==> config.mk <==
export PLATFORM = sky130hd
export DESIGN_NAME = floor_scheduler
export DESIGN_NICKNAME = d
export VERILOG_FILES = /design/src/rtl/floor_scheduler.sv
export SDC_FILE = /design/constraint.sdc
export NUM_CORES = 1
export LEC_CHECK = 0
export CAP_MARGIN = 0
export CORE_ASPECT_RATIO = 0.5
export CORE_UTILIZATION = 54
export DETAILED_ROUTE_END_ITERATION = 10
export PLACE_DENSITY = 0.79
export SYNTH_ARGS = -nofsm -noshare
export SYNTH_HDL_FRONTEND = slang
export SYNTH_SLANG_ARGS = --single-unit
==> constraint.sdc <==
create_clock -name clk -period 4.1 [get_ports clk]
set_input_delay 0.82 -clock clk [delete_from_list [all_inputs] [get_ports clk]]
set_output_delay 0.82 -clock clk [all_outputs]
set_load 0.01 [all_outputs]
==> src/rtl/floor_scheduler.sv <==
// floor_scheduler: SCAN elevator controller with a pending-call mask mirrored to a request memory
module floor_scheduler #(
    parameter int FLOORS      = 8,
    parameter int MOVE_CYCLES = 8,
    parameter int DOOR_CYCLES = 4
) (
    input  logic        clk,
    input  logic        reset,
    input  logic [7:0]  call_req,
    output logic [2:0]  cur_floor,
    output logic        dir_up,
    output logic        moving,
    output logic        door_open,
    output logic        idle,
    output logic        mem_wr_en,
    output logic [7:0]  mem_data
);
    typedef enum logic [1:0] {S_IDLE, S_MOVE, S_DOOR} state_t;

    state_t            r_state;
    logic [7:0]        r_timer;
    logic [FLOORS-1:0] r_pending;
    logic [2:0]        r_floor;
    logic              r_dir;
    logic              r_moving;
    logic              r_door;
    logic              r_idle;
    logic              r_wr;

    logic [FLOORS-1:0] w_merged;
    logic [FLOORS-1:0] w_cur_hot;
    logic [FLOORS-1:0] w_eval_mask;
    logic [FLOORS-1:0] w_eval_hot;
    logic [FLOORS-1:0] w_lt;
    logic [FLOORS-1:0] w_le;
    logic [FLOORS-1:0] w_next_pending;
    logic [2:0]        w_next_floor;
    logic [2:0]        w_eval_floor;
    logic              w_here;
    logic              w_up_any;
    logic              w_dn_any;
    logic              w_ahead;
    logic              w_behind;
    logic              w_decide;

    // The decision is taken against the floor the car will occupy after this edge;
    // in DOOR the current floor is masked so same-floor calls are absorbed.
    assign w_merged       = r_pending | call_req;
    assign w_cur_hot      = FLOORS'(1) << r_floor;
    assign w_next_floor   = r_dir ? r_floor + 3'd1 : r_floor - 3'd1;
    assign w_eval_floor   = (r_state == S_MOVE) ? w_next_floor : r_floor;
    assign w_eval_mask    = (r_state == S_DOOR) ? (w_merged & ~w_cur_hot) : w_merged;
    assign w_eval_hot     = FLOORS'(1) << w_eval_floor;
    assign w_lt           = w_eval_hot - FLOORS'(1);
    assign w_le           = w_lt | w_eval_hot;
    assign w_here         = |(w_eval_mask & w_eval_hot);
    assign w_up_any       = |(w_eval_mask & ~w_le);
    assign w_dn_any       = |(w_eval_mask & w_lt);
    assign w_ahead        = r_dir ? w_up_any : w_dn_any;
    assign w_behind       = r_dir ? w_dn_any : w_up_any;
    assign w_decide       = (r_state == S_IDLE) || (r_timer == 8'd0);
    assign w_next_pending = (w_decide && w_here) ? (w_eval_mask & ~w_eval_hot) : w_eval_mask;

    // FSM, timers, pending mask and all registered outputs
    always_ff @(posedge clk) begin
        if (reset) begin
            r_state   <= S_IDLE;
            r_timer   <= 8'd0;
            r_pending <= '0;
            r_floor   <= 3'd0;
            r_dir     <= 1'b1;
            r_moving  <= 1'b0;
            r_door    <= 1'b0;
            r_idle    <= 1'b1;
            r_wr      <= 1'b0;
        end else begin
            r_wr      <= 1'b1;
            r_pending <= w_next_pending;
            if (!w_decide) begin
                r_timer <= r_timer - 8'd1;
            end else begin
                if (r_state == S_MOVE)
                    r_floor <= w_next_floor;
                if (w_here) begin
                    r_state  <= S_DOOR;
                    r_timer  <= 8'(DOOR_CYCLES - 1);
                    r_moving <= 1'b0;
                    r_door   <= 1'b1;
                    r_idle   <= 1'b0;
                end else if (w_ahead || w_behind) begin
                    r_state  <= S_MOVE;
                    r_timer  <= 8'(MOVE_CYCLES - 1);
                    r_dir    <= r_dir ^ !w_ahead;
                    r_moving <= 1'b1;
                    r_door   <= 1'b0;
                    r_idle   <= 1'b0;
                end else begin
                    r_state  <= S_IDLE;
                    r_timer  <= 8'd0;
                    r_moving <= 1'b0;
                    r_door   <= 1'b0;
                    r_idle   <= 1'b1;
                end
            end
        end
    end

    assign cur_floor = r_floor;
    assign dir_up    = r_dir;
    assign moving    = r_moving;
    assign door_open = r_door;
    assign idle      = r_idle;
    assign mem_wr_en = r_wr;
    assign mem_data  = r_pending;
endmodule

**Yosys cells after proc, flatten, opt, wreduce, memory -nomap -nowiden**

Cells that the tools add are included.
Widths: inputs -> output; s select.

- Register bits after elaboration: 26
- Bits in latches: 0
- Memories: 0
- Output and inout port bits: 16
- RAM bits: 0
- Input port bits: 10
- Logic and storage cells: 56
- ROM bits: 0

- Mux-type cells: 17
- Reduce and logical (&&, ||, !) cells: 10
- Equality and inequality tests: 2
- Multiply operators: 0
- Divide/modulo/power cells: 0
- Add/sub/neg operators: 4
- Magnitude comparators: 0
- Shift-type cells: 2
- Bitwise operators: 12

Operators by type and width:

| kind | count |
|---|---|
| $and 8x8->8 | 5 |
| $mux 8 | 3 |
| $not 8->8 | 3 |
| $reduce_or 8->1 | 3 |
| $or 8x8->8 | 2 |
| $shl 1x3->8 const A | 2 |
| $sub 8x1->8 const B | 2 |
| $mux 3 | 4 |
| $mux 1 | 9 |
| $logic_not 8->1 | 1 |
| $add 3x1->3 const B | 1 |
| $reduce_and 3->1 | 1 |
| $sub 3x1->3 const B | 1 |
| $eq 2x1->1 const B | 1 |
| $eq 2x2->1 const B | 1 |
| $logic_not 2->1 | 1 |
| $logic_or 1x1->1 | 2 |
| $mux 2 | 1 |
| $logic_and 1x1->1 | 1 |
| $logic_not 1->1 | 1 |
| $not 1->1 | 1 |
| $xor 1x1->1 | 1 |

**Longest topological paths before layout**

- Word-level depth: 14
- Depth in mapped cells: 16
- Depth with buffers taken out: 15

**Least setup slack after synthesis**

OpenSTA, ideal clock, no wires.

- Kind: reg-to-reg
- Start: register r_floor[0] (netlist: cur_floor[0])
- End: register r_timer[0]
- Stages on the path, launching flop included: 17
- Library setup time: 0.145 ns
- Slack: 0.494 ns
- Arrival: 3.462 ns
- Buffers on the path: 1
- Period minus slack after synthesis: 3.606 ns
- Data required time: 3.955 ns
- Cells stage by stage: dfxtp_1 buf_2 inv_1 fa_1 xnor2_2 o21a_4 nor2_1 nand2_1 ha_1 nand2_1 ha_1 o21ai_0 a21oi_1 a2111oi_2 o2111ai_1 nor2_2 a31oi_1

- Cells in the longest elaborated chain, start to end: 14
- Elaborated cells between the ends (all ways): 24
- Those cells by class: add/sub (3); shift (2); mux (8); bitwise (7); reduce/logical (4)

Ends and longest elaborated chain:

| item | RTL line | source |
|---|---|---|
| from (decl) | 23 | `logic [2:0] r_floor;` |
| from (signal assigned) | 83 | `r_floor <= w_next_floor;` |
| $sub 3x1->3 or $add 3x1->3 (tied branches) | 50 | `assign w_next_floor = r_dir ? r_floor + 3'd1 : r_floor - 3'd1;` |
| $mux 3 | 50 |  |
| $mux 3 | -- |  |
| $shl 1x3->8 | 53 | `assign w_eval_hot = FLOORS'(1) << w_eval_floor;` |
| $sub 8x1->8 | 54 | `assign w_lt = w_eval_hot - FLOORS'(1);` |
| $or 8x8->8 | 55 | `assign w_le = w_lt \| w_eval_hot;` |
| $not 8->8 | 57 | `assign w_up_any = \|(w_eval_mask & ~w_le);` |
| $and 8x8->8 | 57 |  |
| $reduce_or 8->1 | 57 |  |
| $mux 1 (on tied branches) | 59, 60 |  |
| $logic_or 1x1->1 | 90 | `end else if (w_ahead \|\| w_behind) begin` |
| $mux 3 | 90 |  |
| $mux 3 * | 84 | `if (w_here) begin` |
| $mux 8 * | 79 | `if (!w_decide) begin` |
| to (signal assigned) | 80 | `r_timer <= r_timer - 8'd1;` |
| to (signal assigned) | 86 | `r_timer <= 8'(DOOR_CYCLES - 1);` |
| to (signal assigned) | 92 | `r_timer <= 8'(MOVE_CYCLES - 1);` |
| to (decl) | 21 | `logic [7:0] r_timer;` |

Mark *: on every way between the ends. The rest lies on a longest branch, timed or not.
A chain may end at the register's enable or synchronous reset.

**Worst setup path in the final report**

Ends and elaborated chain as after synthesis.

==> impl_results.md <==
* Switching share of power at 0.4451
* R2R setup slack at 270 ps
* Register-to-Register Path Depth at 15
* Crit Path Class: reg -> reg
* Setup bufs post-CTS at 0
* Storage cell area at 480.5 um2
* Clock root cell: clkbuf_8
* Drt pass-1 iters at 8
* Clk pwr share at 0.173
* Post-Route Utilization at 0.7030
* Number of global-route vias before repair at 1,582
* Commonest non-fill, non-tap cell in the layout: clkdlybuf4s50_1
* Slew margin rel. at 0.3737
* Final-report setup violation count at 0
* Worst-Skew Late Latency at 280 ps
* Yosys warning count at 0
* Async SR Flop Fraction at 0
* Initial antenna violation count at 0
* Layout area overhead at 19.81%
* Iteration-0 DRC count of the detailed router at 181
* Crit end category: register
* Hold_buf cts at 0
* Global-route wire length before repair at 7769 um
* Crit-path max FO at 6
* Required time of the critical path at 4220 ps
* Share of post-route cells with drive strength above 1 at 0.1652
* Fin Hold WS at 507.2 ps
* Avg Cell Area, Syn at 8.874 um2
* Initial Util at 0.5868
* Post-CTS Resized at 0
* I/O pins at 26
* Ys flop type: dfxtp_1
* Gate power share at 0.558
* RSZ-0062 raised after global routing: no
* Largest net degree at the start of global routing at 23
* Grt ovf at 0
* Core Area at 0.003100 mm2
* Post-synthesis cell area at 0.001819 mm2
* Setup TNS at 0 ps
* Post-synth EDFFs at 0
* CTS tree: done
* Num rows at 14
* Final nets at 252
* Clk slew on worst S/H paths at 100 ps
* Worst IR Drop VDD at 309.0 uV
* Post-route ant nets at 0
* Placed Cells at 266
* Filler cells at 257
* Min-Delay Endpoint: idle
* Reg2reg start: cur_floor[0]
* Slowest cell on crit path: fa_1
* DRC viols at 2
* Clk_skew at 12.01 ps
* P_int at 0.6947 mW
* Wirelength per Cell at 18.07 um
* Worst r2r dst: r_timer[0]
* Buffers on Ports at 25
* Final WL at 4880 um
* Ant diodes at 0
* Max Freq at 0.2612 GHz
* Clock Sinks at 24
* Sequential area share after synthesis at 0.2641
* Syn nets at 226
* #FFs+latches synth at 24
* Detail Placement HPWL at 3597 um
* Hold Path Depth at 2
* H-tree depth at 1
* CP Data Arrival Time at 3950 ps
* Non-filler instance count after layout at 270
* Worst Setup Start Kind: register
* Cells after synthesis at 205
* Die Width at 84.09 um
* Max clock buf depth at 2
* Max-cap violations at 0
* Total net switching power at 0.5572 mW
* P_leak at 0.7695 nW
* Vias at 1,746
* Crit path cell chain: inv_1 > fa_1 > nand4b_1 > o31a_1 > nor3_2 > inv_1 > ha_1 > nand2_1 > ha_1 > o21ai_0 > a21oi_1 > a2111oi_2 > o2111ai_1 > nor2_2 > a31oi_1
* Multi-input logic area at 0.001252 mm2
* Final Max Slew Viols at 0
* Placer Congestion at 0.9127
* Cts bufs inserted at 3
* Minimum clock period at 3829 ps
* Total GRT Usage at 0.2837
* Final worst-path cycle share at 0.9340
* Final hold viol count at 0
* Die area at 0.003619 mm2
* Worst min-delay path class: reg -> reg
* Failing checks: design-rule violations
* Most frequent cells in the layout: clkdlybuf4s50_1 (25), dfxtp_1 (24), nand2_1 (20)
* Slew @ Worst Pin at 936.5 ps
* Status: complete, but fails checks
* Die height at 43.04 um
* Seq pwr share at 0.269
* Hold path start: idle
* DR vias/cell at 6.467
* Max incr delay on CP at 690 ps
* PD cells at 574.4 mW/mm2
* Distinct cells, synth at 68
synthesized netlist by cell type (2+ instances only):
cell	number	area share
a311oi_1	6	0.029
clkbuf_1	2	0.0041
o21ai_4	2	0.018
and3b_1	2	0.0096
dfxtp_1	24	0.26
nor4_1	2	0.0069
nand2b_1	2	0.0069
ha_1	10	0.069
xor2_1	3	0.014
nand3_1	8	0.022
o21ai_1	2	0.0055
nand2_1	20	0.041
o31ai_2	3	0.021
inv_1	8	0.017
o21ai_0	7	0.019
buf_2	6	0.017
or3_1	2	0.0069
a21oi_1	14	0.039
a2bb2oi_1	2	0.0096
nor4_2	2	0.014
nor3_1	10	0.028
nor2_1	12	0.025
xnor2_1	5	0.024
o22ai_1	4	0.014
o41ai_1	2	0.0096
a31oi_1	3	0.010
flip-flops by register name, indices dropped and copies added (netlist names):
name       flops
r_timer        8
mem_wr_en      1
dir_up         1
r_state        2
cur_floor      3
idle           1
mem_data       8
worst max-delay path: cells and delay by family, from the launching register on:
kind | cells | cell delay, ps
buf+inv | 2 | 190
compound gates | 6 | 1190
fa+ha+maj | 3 | 1150
simple gates | 4 | 790
flops | 1 | 340
cells by family (layout without fill, tap and decap cells):
| logic type | Yosys count | in the layout | share of synthesized area |
|---|---|---|---|
| flip-flops | 24 | 24 | 0.2641 |
| adder cells (fa/ha/maj) | 11 | 11 | 0.07978 |
| AO/OA/AOI/OAI | 68 | 68 | 0.3233 |
| XOR/XNOR | 9 | 9 | 0.04746 |
| AND/OR/NAND/NOR | 75 | 75 | 0.2380 |
| buffers and inverters | 18 | 43 | 0.04746 |
worst max path at each step:
stage                       endpoint  depth (start not counted)  slack, ps    startpoint
after floorplan           r_timer[0]                         16        490  cur_floor[0]
after global placement    r_timer[1]                         15        590  cur_floor[0]
after detailed placement  r_timer[0]                         15        410  cur_floor[0]
after CTS                 r_timer[0]                         15        370  cur_floor[0]
after global routing      r_timer[0]                         15         90  cur_floor[0]
final                     r_timer[0]                         15        270  cur_floor[0]
power groups by stage:
stage | Sequential [mW] | Clock, mW | Combinational (mW)
floorplan | 0.324 | 0 | 0.523
global placement | 0.336 | 0 | 0.668
detailed placement | 0.340 | 0 | 0.676
CTS | 0.336 | 0.218 | 0.682
global route | 0.345 | 0.227 | 0.748
finish | 0.337 | 0.217 | 0.699
metal layers:
| layer | up-vias | track usage | part of all wire |
|---|---|---|---|
| met5 | - | 0 | 0 |
| met4 | 0 | 0.06897 | 0.018 |
| met3 | 14 | 0.06615 | 0.10 |
| met2 | 89 | 0.4656 | 0.44 |
| met1 | 817 | 0.3808 | 0.44 |
| li1 | 826 | - | - |
final cells by class:
| type | instances | area share |
|---|---|---|
| multi-input combinational | 163 | 0.5746 |
| sequential | 24 | 0.2204 |
| timing repair buffer | 31 | 0.1355 |
| tap | 40 | 0.02296 |
| clock buffer | 3 | 0.01894 |
| clock inverter | 1 | 0.01378 |
| inverter | 8 | 0.01378 |
metrics by stage:
step	power (mW)	instance area [um2]	worst slack [ps]
floorplan	0.8474	1819	493.8
global placement	1.005	2108	588.3
detailed placement	1.016	2108	409.5
CTS	1.236	2180	374.2
global route	1.319	2180	85.86
finish	1.252	2180	270.8
Note: power is estimated with default switching activity, not from simulation.
